## config.mk

```make
export PLATFORM = sky130hd
export DESIGN_NAME = branch_target_table
export DESIGN_NICKNAME = d
export VERILOG_FILES = /design/src/rtl/branch_target_table.sv
export SDC_FILE = /design/constraint.sdc
export NUM_CORES = 1
export LEC_CHECK = 0
export ABC_CLOCK_PERIOD_IN_PS = 4200
export BUFFER_PORTS_ARGS = -buffer_cell sky130_fd_sc_hd__buf_4
export CAP_MARGIN = 15
export CORE_MARGIN = 4
export CORE_UTILIZATION = 40
export CTS_BUF_LIST = sky130_fd_sc_hd__clkbuf_16
export CTS_CLUSTER_DIAMETER = 80
export DETAILED_ROUTE_END_ITERATION = 16
export GPL_ROUTABILITY_DRIVEN = 0
export PLACE_DENSITY = 0.6
export SYNTH_ARGS = -nofsm -noshare
export SYNTH_HDL_FRONTEND = slang
export SYNTH_SLANG_ARGS = --single-unit
```

## constraint.sdc

```tcl
create_clock -name Clk -period 4.2 [get_ports Clk]
set_input_delay 1.26 -clock Clk [delete_from_list [all_inputs] [get_ports Clk]]
set_output_delay 1.26 -clock Clk [all_outputs]
set_load 0.005 [all_outputs]
```

## src/rtl/branch_target_table.sv

```systemverilog
// Programmable branch-target table: maps a branch pointer to a next-PC value,
// either PC-relative or absolute, with a registered one-cycle lookup.
module branch_target_table #(
    parameter int ADDR_W = 3,
    parameter int PC_W   = 10
) (
    input  logic              Clk,
    input  logic              Reset,
    input  logic              WrEn,
    input  logic [ADDR_W-1:0] WrAddr,
    input  logic [PC_W-1:0]   WrData,
    input  logic              WrAbs,
    input  logic              Lock,
    input  logic              RdReq,
    input  logic [ADDR_W-1:0] RdAddr,
    input  logic [PC_W-1:0]   CurPC,
    output logic              RdValid,
    output logic [PC_W-1:0]   NextPC,
    output logic              IsAbs,
    output logic              Locked
);

    localparam int DEPTH = 2 ** ADDR_W;

    typedef struct packed {
        logic            is_abs;
        logic [PC_W-1:0] value;
    } entry_t;

    entry_t          table_q [DEPTH];
    logic            locked_q;
    logic            rd_valid_q;
    logic [PC_W-1:0] next_pc_q;
    logic            is_abs_q;

    logic            wr_ok;
    entry_t          wr_entry;
    entry_t          rd_entry;
    logic [PC_W-1:0] next_pc_d;

    // Legacy jump offsets, sign-extended; deeper tables pad with +1.
    function automatic entry_t default_entry(input int idx);
        int offs;
        case (idx)
            0:       offs = 2;
            1:       offs = -5;
            2:       offs = -6;
            3:       offs = -7;
            4:       offs = -8;
            5:       offs = -13;
            6:       offs = -14;
            7:       offs = -17;
            default: offs = 1;
        endcase
        return '{is_abs: 1'b0, value: PC_W'(offs)};
    endfunction

    always_comb begin
        wr_ok    = WrEn && !locked_q;
        wr_entry = '{is_abs: WrAbs, value: WrData};
        rd_entry = table_q[RdAddr];
        // Write-first bypass so a same-cycle write is visible to the lookup.
        if (wr_ok && (WrAddr == RdAddr)) begin
            rd_entry = wr_entry;
        end
        next_pc_d = rd_entry.is_abs ? rd_entry.value : CurPC + rd_entry.value;
    end

    always_ff @(posedge Clk) begin
        if (Reset) begin
            // NOTE: the table is a register array, not a RAM, because reset must
            // reload every entry with its default in a single cycle.
            for (int i = 0; i < DEPTH; i++) begin
                table_q[i] <= default_entry(i);
            end
            locked_q   <= 1'b0;
            rd_valid_q <= 1'b0;
            next_pc_q  <= '0;
            is_abs_q   <= 1'b0;
        end else begin
            if (wr_ok) begin
                table_q[WrAddr] <= wr_entry;
            end
            if (Lock) begin
                locked_q <= 1'b1;
            end
            rd_valid_q <= RdReq;
            if (RdReq) begin
                next_pc_q <= next_pc_d;
                is_abs_q  <= rd_entry.is_abs;
            end
        end
    end

    assign RdValid = rd_valid_q;
    assign NextPC  = next_pc_q;
    assign IsAbs   = is_abs_q;
    assign Locked  = locked_q;

endmodule

```

==> impl_results.md <==
* CP Max Fanout at 11
* DRT antenna net count at 0
* R2R Path Start: Locked
* Distinct cells, synth at 48
* Hold-fix buffers, CTS at 0
* # clock sinks at 101
* Total number of yosys warnings at 0
* Fin crit period at 3.73 ns
* Via/cell ratio at 5.52
* Largest net degree at the start of global routing at 20
* CP bufs+invs at 3
* Worst path cell trace: buf_4, mux4_2, mux2i_1, nor2_1, a21oi_1, inv_1, ha_1, a211oi_1, buf_4, o21ai_1, a21oi_1, xnor2_1, nand2_1, a311oi_1
* Worst vdd ir at 0.273 mV
* DIE AREA at between 0.01 and 0.015 mm^2
* Asr flop ratio synth at 0%
* Post-synthesis xor/xnor area fraction at under 10%
* Post-CTS sizing at 0
* Initial Utilization at about two fifths
* Site row count at 40
* Initial DRC Count at 345
* Core ar. at 0.0122 mm^2
* Setup Fix Bufs, Post-CTS at 0
* Clock tree root driver cell: clkbuf_16
* HPWL Detailed at 9200 um
* Final worst path period share at between 80% and 90%
* Kind of cell adding the most delay to the critical path: compound AO/OA/AOI/OAI gates
* Maximum clock path buffer count at 2
* CP max stage delay at between 0.5 and 0.6 ns
* Actual slew at the worst max-slew pin at 0.677 ns
* Fraction of layout cells with a size suffix above 1 at between 20 and 25%
* Slowest CP cell: mux4_2
* HP Class: register to register
* Die height at roughly 120 um
* Initial antenna violation count at 0
* Vias in the first global route at around 3500
* Area Growth Syn to Fin at 18.2%
* Achievable Freq at 268 MHz
* R2r worst-path depth at 12
* Worst setup SP type: input pin
* Total negative slack at 0 ns
* Commonest non-fill, non-tap cells in the layout: edfxtp_1 (88), buf_4 (75), nor2_1 (36)
* Unrepaired setup endpoints after global routing: no
* Leading cell type in the layout, fill and taps excluded: edfxtp_1
* Post-Synth Adder-Cell Area at ~2.6%
* Stages on worst setup path at 14
* Synth Flop Type: edfxtp_1
* Status: finished clean
* Final setup viols at 0
* Die width at 121 um
* Crit. Startpoint: RdAddr[0]
* Mapped Avg Cell Area at 12.7 um^2
* Mux cell area share after synthesis at 12.9%
* Net count after synthesis at 440
* Num ports at 45
* NumNets Final at 500
* CP Capture Type: register
* Pwr/cell area at 378 mW/mm^2
* First-pass iteration count of the detailed router at 5
* Total GRT Usage at 18.7%
* H-tree depth at 3
* Main combinational cell family by area after synthesis: simple AND/OR/NAND/NOR gates
* Slew HR at 54.9%
* Slew Viols, Final at 0
* Post-Syn Instances at 398
* Wire per inst at 20.6 um
* Clk_skew at 0.00687 ns
* CTS tree: done
* Critical path class: input pin to register
* Hold_sp: NextPC[6]
* Worst-Skew Late Latency at 0.35 ns
* Number of synthesized flops with an enable pin at between 80 and 90
* Arrival time at the worst endpoint at 3.98 ns
* Ant. Diodes at 0
* Simple-gate share of the synthesized area at 16.5%
* Leakage at 0.00205 uW
* Yosys reg bits at between 100 and 150
* Synthesized cell area at 0.00507 mm^2
* Seq/Total Area, Yosys at a little under three fifths
* DRC at 0
* Total of max-cap violations at 0
* Clock transition at path regs at about 0.070 ns
* Routed via count at ~3500
* First-pass GRT wire length at 20200 um
* IO Port Bufs at 44
* Critical Path RT at between 4 and 5 ns
* Power Total at 2260 uW
* Grt total ovfl at 0
* Final Hold Fails at 0
* Compound-Gate Fraction of Synth Area at 5.63%
* Hold Crit Depth at 2
* TritonCTS Buffers at 9
* WL final at 13000 um
sequential cells by signal, summed over array words and instances, names as in the netlist:
| name | cells |
|---|---|
| RdValid | 1 |
| NextPC | 10 |
| IsAbs | 1 |
| Locked | 1 |
| table_q | 88 |
power by group:
group / switching, uW / internal (uW) / total (uW) / leakage, uW
Clock: 373 / 401 / 774 / 0.000140
Sequential: 12.8 / 1120 / 1140 / 0.000856
Combinational: 195 / 156 / 351 / 0.00105
Total: 581 / 1680 / 2260 / 0.00205
layer usage:
metal	up-vias	global-route usage, %	wire (um)
met2	139	30.2	6140
li1	1614	-	-
met5	-	0	0
met1	1712	24.5	5540
met4	0	5.67	224
met3	16	5.52	1120
synth_stat cells (2+ instances only):
cell type	count	share of area [%]
a21o_1	4	0.59
a21oi_1	5	0.49
a311oi_1	8	1.4
and2_1	7	0.86
buf_2	5	0.49
clkbuf_1	18	1.3
dfxtp_1	13	5.1
edfxtp_1	88	52
ha_1	9	2.2
inv_1	11	0.82
mux2i_1	12	2.4
mux4_1	3	1.6
mux4_2	19	8.4
nand2_1	33	2.4
nand2b_1	9	1.1
nand3_1	4	0.40
nor2_1	36	2.7
nor3_1	10	0.99
nor4_1	6	0.74
o211ai_1	2	0.30
o21ai_0	8	0.79
o21ai_1	7	0.69
or2_1	21	2.6
or3_1	29	3.6
xnor2_1	4	0.69
xor2_1	5	0.86
worst register-to-register path, cell delays in order (launching register included):
cell and delay (ns):
dfxtp_1 0.32, nand2b_1 0.25, nor4_4 0.35, buf_4 0.27, o21ai_0 0.15, ha_1 0.27, a211oi_1 0.33, buf_4 0.17
o21ai_1 0.06, a21oi_1 0.18, xnor2_1 0.13, nand2_1 0.07, a311oi_1 0.29
metrics by stage:
| stage | hold slack [ns] | utilization [%] | cell area (um^2) | setup slack [ns] | std cells |
|---|---|---|---|---|---|
| final | 0.485 | 49.0 | 5990 | 0.466 | 631 |
| after floorplan | 0.474 | - | 5070 | 0.188 | 398 |
| after detailed placement | 0.481 | 46.8 | 5720 | 0.0617 | 615 |
| after global routing | 0.505 | 49.0 | 5990 | 0.186 | 631 |
| after global placement | 0.475 | 46.8 | 5720 | 0.0902 | 615 |
| after CTS | 0.490 | 49.0 | 5990 | 0.432 | 631 |
layout make-up:
| type | count | area [um^2] |
|---|---|---|
| sequential | 101 | 2900 |
| multi-input combinational | 259 | 2000 |
| inverter | 12 | 45.0 |
| fill | 1110 | 6220 |
| clock buffer | 9 | 225 |
| timing repair buffer | 75 | 563 |
| clock inverter | 7 | 45.0 |
| tap | 168 | 210 |
path summary, 6_finish.rpt:
check,endpoint,slack (ns)
worst min register to register,NextPC[6],0.49
worst max-delay path,NextPC[5],0.47
worst max register to register,NextPC[5],1.26
worst min-delay path,NextPC[6],0.49
cell families after synthesis:
kind of cell / after synthesis
AO/OA/AOI/OAI: 42
XOR/XNOR: 9
flip-flops: 101
adder cells (fa/ha/maj): 10
AND/OR/NAND/NOR: 162
multiplexers: 36
buffers and inverters: 38
Note: power is estimated with default switching activity, not from simulation.
